[src/rtl/uart_tx_arbiter.sv]
// Round-robin arbiter that shares one UART transmitter among NREQ byte sources.
// A source may lock the line across several bytes so that its message is not
// interleaved with bytes from other sources. One byte is in flight at a time.
module uart_tx_arbiter #(
  parameter int unsigned NREQ = 4,
  parameter int unsigned IDW  = 2
) (
  input  logic              clk,
  input  logic              rst,
  input  logic [NREQ-1:0]   req,
  input  logic [NREQ-1:0]   req_lock,
  input  logic [NREQ*8-1:0] req_data,
  output logic [NREQ-1:0]   ack,
  output logic [7:0]        tx_data,
  output logic              tx_wr_en,
  input  logic              tx_busy,
  output logic [IDW-1:0]    owner,
  output logic              active
);

  typedef enum logic [1:0] {
    StIdle,
    StIssue,
    StWaitBusy,
    StWaitDone
  } state_e;

  state_e          state_q, state_d;
  logic [7:0]      tx_data_q, tx_data_d;
  logic [IDW-1:0]  owner_q, owner_d;
  logic [IDW-1:0]  rr_ptr_q, rr_ptr_d;
  logic            lock_q, lock_d;
  logic            locked_q, locked_d;
  logic [1:0]      wd_cnt_q, wd_cnt_d;
  logic [NREQ-1:0] ack_q, ack_d;
  logic            tx_wr_en_q, tx_wr_en_d;

  logic            pick_valid;
  logic [IDW-1:0]  pick_idx;
  logic [IDW-1:0]  cand;
  logic [7:0]      pick_byte;
  logic            pick_lock;

  // (base + off) modulo NREQ, for base < NREQ and off < NREQ.
  function automatic logic [IDW-1:0] wrap_idx(input logic [IDW-1:0] base,
                                               input int unsigned off);
    int unsigned sum;
    sum = 32'(base) + off;
    if (sum >= NREQ) begin
      sum = sum - NREQ;
    end
    return IDW'(sum);
  endfunction

  // Select the next source: the lock owner only, or the first requester at or after rr_ptr.
  // The ack cycle is skipped so the acked source's stale request is not picked again.
  always_comb begin
    pick_valid = 1'b0;
    pick_idx   = '0;
    cand       = '0;
    if (ack_q == '0 && !tx_busy) begin
      if (locked_q) begin
        pick_valid = req[owner_q];
        pick_idx   = owner_q;
      end else begin
        for (int unsigned k = 0; k < NREQ; k++) begin
          cand = wrap_idx(rr_ptr_q, k);
          if (!pick_valid && req[cand]) begin
            pick_valid = 1'b1;
            pick_idx   = cand;
          end
        end
      end
    end
  end

  // Mux the picked source's byte and lock flag.
  always_comb begin
    pick_byte = 8'h00;
    pick_lock = 1'b0;
    for (int unsigned k = 0; k < NREQ; k++) begin
      if (pick_idx == IDW'(k)) begin
        pick_byte = req_data[k*8 +: 8];
        pick_lock = req_lock[k];
      end
    end
  end

  // Next-state logic for the issue/handshake FSM and the arbitration state.
  always_comb begin
    state_d    = state_q;
    tx_data_d  = tx_data_q;
    owner_d    = owner_q;
    rr_ptr_d   = rr_ptr_q;
    lock_d     = lock_q;
    locked_d   = locked_q;
    wd_cnt_d   = wd_cnt_q;
    ack_d      = '0;
    tx_wr_en_d = 1'b0;
    unique case (state_q)
      StIdle: begin
        if (pick_valid) begin
          tx_data_d = pick_byte;
          owner_d   = pick_idx;
          lock_d    = pick_lock;
          state_d   = StIssue;
        end
      end
      StIssue: begin
        // Strobe is registered, so the transmitter sees it on the following cycle.
        tx_wr_en_d = 1'b1;
        wd_cnt_d   = 2'd0;
        state_d    = StWaitBusy;
      end
      StWaitBusy: begin
        if (tx_busy) begin
          state_d = StWaitDone;
        end else if (wd_cnt_q == 2'd3) begin
          // Transmitter never took the byte: drop back and retry, request stays pending.
          state_d = StIdle;
        end else begin
          wd_cnt_d = wd_cnt_q + 2'd1;
        end
      end
      StWaitDone: begin
        if (!tx_busy) begin
          ack_d[owner_q] = 1'b1;
          locked_d       = lock_q;
          if (!lock_q) begin
            rr_ptr_d = wrap_idx(owner_q, 1);
          end
          state_d = StIdle;
        end
      end
      default: state_d = StIdle;
    endcase
  end

  // State registers with asynchronous reset.
  always_ff @(posedge clk or posedge rst) begin
    if (rst) begin
      state_q    <= StIdle;
      tx_data_q  <= 8'h00;
      owner_q    <= '0;
      rr_ptr_q   <= '0;
      lock_q     <= 1'b0;
      locked_q   <= 1'b0;
      wd_cnt_q   <= 2'd0;
      ack_q      <= '0;
      tx_wr_en_q <= 1'b0;
    end else begin
      state_q    <= state_d;
      tx_data_q  <= tx_data_d;
      owner_q    <= owner_d;
      rr_ptr_q   <= rr_ptr_d;
      lock_q     <= lock_d;
      locked_q   <= locked_d;
      wd_cnt_q   <= wd_cnt_d;
      ack_q      <= ack_d;
      tx_wr_en_q <= tx_wr_en_d;
    end
  end

  assign ack      = ack_q;
  assign tx_data  = tx_data_q;
  assign tx_wr_en = tx_wr_en_q;
  assign owner    = owner_q;
  assign active   = (state_q != StIdle) | locked_q;

endmodule

[config.mk]
export PLATFORM = sky130hd
export DESIGN_NAME = uart_tx_arbiter
export DESIGN_NICKNAME = d
export VERILOG_FILES = /design/src/rtl/uart_tx_arbiter.sv
export SDC_FILE = /design/constraint.sdc
export NUM_CORES = 1
export LEC_CHECK = 0
export CORE_MARGIN = 2
export CORE_UTILIZATION = 30
export CTS_BUF_LIST = sky130_fd_sc_hd__clkbuf_4
export DETAILED_ROUTE_END_ITERATION = 10
export GPL_TIMING_DRIVEN = 0
export SKIP_CTS_REPAIR_TIMING = 1
export SLEW_MARGIN = 20
export SYNTH_ARGS = -nofsm -noshare
export SYNTH_HDL_FRONTEND = slang
export SYNTH_SLANG_ARGS = --single-unit
[constraint.sdc]
create_clock -name clk -period 4.2 [get_ports clk]
set_clock_uncertainty 0.1 [all_clocks]
set_input_delay 0.63 -clock clk [delete_from_list [all_inputs] [get_ports clk]]
set_output_delay 0.63 -clock clk [all_outputs]
set_load 0.005 [all_outputs]
==> impl_results.md, run 1 <==
- RSZ-0062 raised after global routing: false
- Count leader, synth: dfrtp_1
- H-tree Lvls: 1
- Final setup viols: 0
- N_diodes: 0
- Setup crit start kind: input port
- Hold Crit Class: reg -> reg
- CTS Root Cell: clkbuf_4
- Crit path required time: 4.31 ns
- Worst setup path startpoint: req[2]
- Die ar.: 5260 µm²
- Reg-to-Reg Start: locked_q$_DFFE_PP0P_
- First DRT Iteration DRCs: 54
- Async SR Flop Fraction: 100%
- Cells after synthesis: 139
- Leakage Power: about 0.00093 µW
- Clock Path Buffers: 2
- Post-synthesis compound-gate area fraction: a little under a fifth
- Die Width: between 70 and 80 µm
- Pwr/cell area: about 550 nW/µm²
- Total CTS buffers: 3
- Core area: roughly 4400 µm²
- DRT Pass-1 Iters: 4
- Met2 WL: around 1600 µm
- Post-synth top flop: dfrtp_1
- Final WL: approximately 3600 µm
- CP Max Fanout: 10
- Antenna Nets Post-Route: 0
- Max-cap violations: 0
- Crit end category: flip-flop
- GR Util All Layers: 14.9%
- Cell taking the most area after synthesis: dfrtp_1
- Cell variety after synth: 41
- DRT met1 WL: approximately 1700 µm
- Crit path DAT: 2.77 ns
- First-pass GRT wire length: 6220 µm
- Simple-gate area share of the yosys netlist: 17.8%
- Worst reg2reg setup slack: ~1.9 ns
- Vias in the first global route: around 1400
- CTS Sinks: 23
- Mean Syn Cell Area: about 10 µm²
- Total grt overflow: 0
- Mux contribution to synthesized area: between 10% and 20%
- CTS tree: done
- Port bufs: between 50 and 60
- Reg2Reg Depth: 5
- VDD IR-drop max: around 0.23 mV
- DR top layer: met4
- Clk slew on worst S/H paths: 0.13 ns
- Period Utilization, post-route: 63.5%
- Vias post-DR: about 1300
- Post-synthesis sequential area ratio: 40.8%
- Post-synth EDFFs: 0
- Final Power: approximately 1100 µW
- Status: completed
- Adder-Cell Fraction of Synth Area: approximately 4.4%
- Chip Height: 72.6 µm
- Wire length on met3: 332 µm
- Pin count of the biggest net entering global routing: 24
- Initial antenna violation count: 0
- Ranking of synthesized cells by area: dfrtp_1 (41%), mux2i_1 (11%), nand2_1 (4.5%)
- Mapped cell area: around 1400 µm²
- Measured slew at the worst slew-check pin: about 0.85 ns
- Initial Utilization: between 30% and 40%
- Largest family of logic cells by synthesized area: compound AO/OA/AOI/OAI gates
- Ports: a little under 60
- Synth Area in XOR/XNOR: 0%
- Fin. max-slew vios: 0
- Crit Path Class: in -> reg
- Synth top area share: 40.8%
- # nets final: 250
- Final hold vios: 0
- Synth cell count leaders: dfrtp_1 (23), nand2_1 (17), mux2i_1 (16), nor2_1 (8), o221ai_1 (7)
- Clock latency on the worst-skew pair: just over 0.3 ns
- Avg WL per Cell: around 14 µm
- RR Endpoint: tx_data[2]$_DFFE_PP0P_
- Min Tclk post-route: approximately 2.7 ns
- RD Place Congestion: about 0.9
- DRC Markers: 0
- Site Rows: 24
- Dpl hpwl: 2820 µm
- #FFs+latches synth: 23
- Layout cells sized above 1: 7.96%
- Vias/cell: just over 5
- Slew HR: a little over two fifths
- Setup TNS: 0 ns
- Post-Syn Nets: 187
- Area Growth Syn to Fin: 47.9%
- Fmax: roughly 0.38 GHz
- End point of the critical path: tx_data[7]$_DFFE_PP0P_
- Yosys warns: 0
==> critical path, stage by stage <==
cell and delay (ns):
clkdlybuf4s50_1 0.48, nor2b_1 0.19, and2_4 0.18, o41ai_4 0.43, buf_4 0.28, mux2_2 0.35
o221a_1 0.22
==> power breakdown <==
group          internal, µW  switching, µW  total, µW  leakage [µW]
sequential              315           74.4        389      0.000288
combinational           346            303        648      0.000631
clock                  36.3           67.4        104     0.0000139
==> stage by stage <==
stage                     utilization [%]  cell area (µm²)  setup WS (ns)  std cells  hold slack [ns]
after floorplan                         -             1410           1.89        139            0.373
after global routing                 46.9             2090           1.44        253            0.452
after CTS                            46.9             2090           1.54        253            0.419
final                                46.9             2090           1.53        253            0.414
after global placement               46.3             2060           1.26        249            0.376
after detailed placement             46.3             2060           1.21        249            0.380
==> layout make-up <==
cell class | instances | area (µm²)
fillers | 416 | 2360
multi-input cells | 104 | 783
repair buffers | 58 | 581
flip-flops and latches | 23 | 576
well taps | 52 | 65.1
plain buffers | 6 | 28.8
clock buffers | 3 | 22.5
inverters | 6 | 22.5
clock inverters | 1 | 7.51
==> per-layer routing <==
metal  global-route usage (%)  up-vias
met5                        0        -
met4                     4.53        0
met3                     5.14        2
met2                     24.0       66
met1                     18.7      592
li1                         -      631
==> worst min-delay path by stage <==
| stage | slack (ns) | startpoint | depth (start not counted) | end |
|---|---|---|---|---|
| 2_1_floorplan | 0.37 | lock_q$_DFFE_PP0P_ | 2 | lock_q$_DFFE_PP0P_ |
| 3_3_place_gp | 0.38 | tx_data[5]$_DFFE_PP0P_ | 2 | tx_data[5]$_DFFE_PP0P_ |
| 3_5_place_dp | 0.38 | tx_data[1]$_DFFE_PP0P_ | 2 | tx_data[1]$_DFFE_PP0P_ |
| 4_1_cts | 0.42 | tx_data[1]$_DFFE_PP0P_ | 2 | tx_data[1]$_DFFE_PP0P_ |
| 5_1_grt | 0.45 | tx_data[5]$_DFFE_PP0P_ | 2 | tx_data[5]$_DFFE_PP0P_ |
| 6_report | 0.41 | tx_data[1]$_DFFE_PP0P_ | 2 | tx_data[1]$_DFFE_PP0P_ |
==> kinds of logic after synthesis <==
| family | count (synthesis) |
|---|---|
| multiplexers | 20 |
| adder cells (fa/ha/maj) | 5 |
| AO/OA/AOI/OAI | 32 |
| buffers and inverters | 12 |
| AND/OR/NAND/NOR | 47 |
| flip-flops | 23 |
==> cell usage in the layout, fill, tap and decap left out, drive strengths merged, types with 2 or more instances in the layout <==
cell type / netlist / routed
and2: 5 / 5
a21o: 2 / 2
clkdlybuf4s50: 0 / 58
o221ai: 7 / 7
inv: 6 / 6
nor2: 9 / 9
clkbuf: 3 / 6
mux2i: 16 / 16
buf: 3 / 3
nand2: 18 / 18
a22o: 2 / 2
nand2b: 3 / 3
nor4: 2 / 2
mux2: 4 / 4
a221oi: 2 / 2
nor2b: 3 / 3
dfrtp: 23 / 23
o21ai: 5 / 5
a21oi: 3 / 3
ha: 5 / 5
o211ai: 3 / 3
==> flip-flops by register name, indices dropped and copies added, names as in the netlist <==
signal,flops
ack,4
locked_q,1
tx_data,8
owner,2
state_q,2
wd_cnt_q,2
rr_ptr_q,2
lock_q,1
tx_wr_en,1
Note: power is estimated with default switching activity, not from simulation.
==> run 2: changes to the inputs <==
- clock period: 4.2 -> 2.2 ns (I/O delays scaled with it)
==> run 2 against run 1 <==
Via count is 2.9% higher. Die area stayed put. Utilization is 2.6 points higher. Worst hold slack worse by 0.16 ns. Critical path depth stayed put.
==> impl_results.md, run 2 (same netlist as run 1, synthesis figures left out) <==
- Die Width: 72.6 µm (unchanged)
- Vias/cell: 5.09 (was 5.10)
- Crit Path Class: in -> reg (unchanged)
- Die ar.: 5260 µm² (unchanged)
- Period Utilization, post-route: between 90% and 100%
- CP Max Fanout: 5 (was 10)
- RD Place Congestion: 0.898 (unchanged)
- Status: completed (unchanged)
- Avg WL per Cell: 13.9 µm (was 14.1 µm)
- First-pass GRT wire length: 6220 µm (unchanged)
- Clk slew on worst S/H paths: 0.13 ns (about the same)
- Clock latency on the worst-skew pair: 0.31 ns (about the same)
- Fin util: 49.5% (was 46.9%)
- Final setup viols: 0 (unchanged)
- Crit end category: flip-flop (unchanged)
- WP buf/inv: 2 (unchanged)
- # nets final: 258 (was 250)
- Ports: 59 (unchanged)
- Fin. max-slew vios: 0 (unchanged)
- Final hold slack: 0.258 ns (was 0.414 ns)
- First DRT Iteration DRCs: 37 (was 54)
- Critical-path top delay cell: clkdlybuf4s50_1 (unchanged)
- DRT Pass-1 Iters: 4 (unchanged)
- Setup crit start kind: input port (unchanged)
- Max reg flops: 8 (unchanged)
- Crit path DAT: 2.26 ns (was 2.77 ns)
- VDD IR-drop max: 0.467 mV (was 0.228 mV)
- Area Growth Syn to Fin: 56.1% (was 47.9%)
- Initial antenna violation count: 0 (unchanged)
- Antenna Nets Post-Route: 0 (unchanged)
- H-tree Lvls: 1 (unchanged)
- Total grt overflow: 0 (unchanged)
- DP Worst Slack: -0.490 ns (was 1.21 ns)
- Clock Path Buffers: 2 (unchanged)
- Cell Chain, Critical Path: clkdlybuf4s50_1 -> a21oi_1 -> o41ai_4 -> buf_4 -> nand2_4 -> mux2_1 -> o221a_1 (was clkdlybuf4s50_1 -> nor2b_1 -> and2_4 -> o41ai_4 -> buf_4 -> mux2_2 -> o221a_1)
- CP top delay family: compound AO/OA/AOI/OAI gates (was buffers and inverters)
- Total CTS buffers: 3 (unchanged)
- Chip Height: 72.6 µm (unchanged)
- Min Tclk post-route: ~2.1 ns
- Core area: 4440 µm² (unchanged)
- Final WL: 3630 µm (was 3580 µm)
- N_diodes: 0 (unchanged)
- Initial Utilization: 31.7% (unchanged)
- Fmax: around 0.47 GHz
- Final hold vios: 0 (unchanged)
- Site Rows: 24 (unchanged)
- Max incr delay on CP: 0.56 ns (was 0.48 ns)
- CTS Sinks: 23 (unchanged)
- CTS tree: done (unchanged)
- Leakage Power: 0.00102 µW (was 0.000933 µW)
- DP Area: 2060 µm² (unchanged)
- DRC Markers: 0 (unchanged)
- Port bufs: 58 (unchanged)
- Most common cell after layout, fill and taps aside: clkdlybuf4s50_1 (unchanged)
- Most frequent cells in the layout: clkdlybuf4s50_1 (55), dfrtp_1 (22), nand2_1 (17), mux2i_1 (16), buf_4 (11) (was clkdlybuf4s50_1 (58), dfrtp_1 (23), nand2_1 (17), mux2i_1 (16), nor2_1 (8))
- Pin count of the biggest net entering global routing: 24 (unchanged)
- Layout cells sized above 1: 14.4% (was 7.96%)
- GR Util All Layers: 14.9% (unchanged)
- Vias post-DR: 1329 (was 1291)
- Fill cells: 415 (was 416)
- Vias in the first global route: 1370 (unchanged)
- Hold Crit Class: in -> reg (was reg -> reg)
- Dpl hpwl: 2820 µm (unchanged)
- Crit path required time: 2.31 ns (was 4.31 ns)
- Setup WS post-layout: 0.0518 ns (was 1.53 ns)
- Pwr/cell area: 1060 nW/µm² (was 547 nW/µm²)
- Max-cap violations: 0 (unchanged)
- Finished Cell Area: 2200 µm² (was 2090 µm²)
- Measured slew at the worst slew-check pin: 0.855 ns (was 0.846 ns)
- Slew HR: 42.9% (was 43.6%)
- CTS Root Cell: clkbuf_4 (unchanged)
- Setup TNS: 0 ns (unchanged)
-- run 2: cell count changes in the layout (fill, tap and decap cells not counted), sizes merged --
cell           delta
clkbuf            -3
buf              +11
dlymetal6s2s      +3
clkdlybuf4s50     -3
-- run 2: metrics by stage --
step / total power, µW / instances
2_1_floorplan: 1490 / 139
3_3_place_gp: 1950 / 249
3_5_place_dp: 2000 / 249
4_1_cts: 2200 / 253
5_1_grt: 2530 / 261
6_report: 2330 / 261
-- run 2: layout make-up --
type / instances / area (µm²) / area share [%]
well taps: 52 / 65.1 / 2.96
plain buffers: 4 / 31.3 / 1.42
multi-input cells: 104 / 800 / 36.3
repair buffers: 68 / 676 / 30.7
flip-flops and latches: 23 / 577 / 26.2
inverters: 6 / 22.5 / 1.02
clock inverters: 1 / 7.51 / 0.341
clock buffers: 3 / 22.5 / 1.02
-- run 2: where the power goes --
group	total [µW]	switching, µW	internal (µW)
sequential	772	169	603
combinational	1360	588	773
clock	199	130	69.3
-- run 2: worst paths after layout --
kind / start / end / slack, ns / cells past startpoint
max: req[1] / tx_data[7]$_DFFE_PP0P_ / 0.05 / 7
min: tx_busy / state_q[0]$_DFFE_PP0P_ / 0.26 / 3
max in group asynchronous: rst / owner[0]$_DFFE_PP0P_ / 1.04 / 2
min reg2reg: tx_data[1]$_DFFE_PP0P_ / tx_data[1]$_DFFE_PP0P_ / 0.42 / 2
max reg2reg: ack[0]$_DFF_PP0_ / tx_data[7]$_DFFE_PP0P_ / 0.07 / 6
min in group asynchronous: rst / tx_data[1]$_DFFE_PP0P_ / 0.38 / 2
-- run 2: routing by layer --
layer | GRT usage, % | vias to the layer above | part of all wire [%]
li1 | - | 648 | -
met1 | 18.7 | 616 | 46
met2 | 24.0 | 61 | 44
met3 | 5.14 | 4 | 9.0
met4 | 4.53 | 0 | 0.61
met5 | 0 | - | 0
-- run 2: worst register-to-register path: stages (launching register included) --
cell and delay (ns):
dfrtp_1 0.40, or4_4 0.55, nor2_4 0.20, buf_12 0.14
nand2_4 0.07, mux2_1 0.32, o221a_1 0.25
==> run 3: changes to the inputs <==
- HOLD_SLACK_MARGIN: default -> 0.08
==> results of run 3 <==
The final DEF is identical to that of run 2; final timing and power are the same.
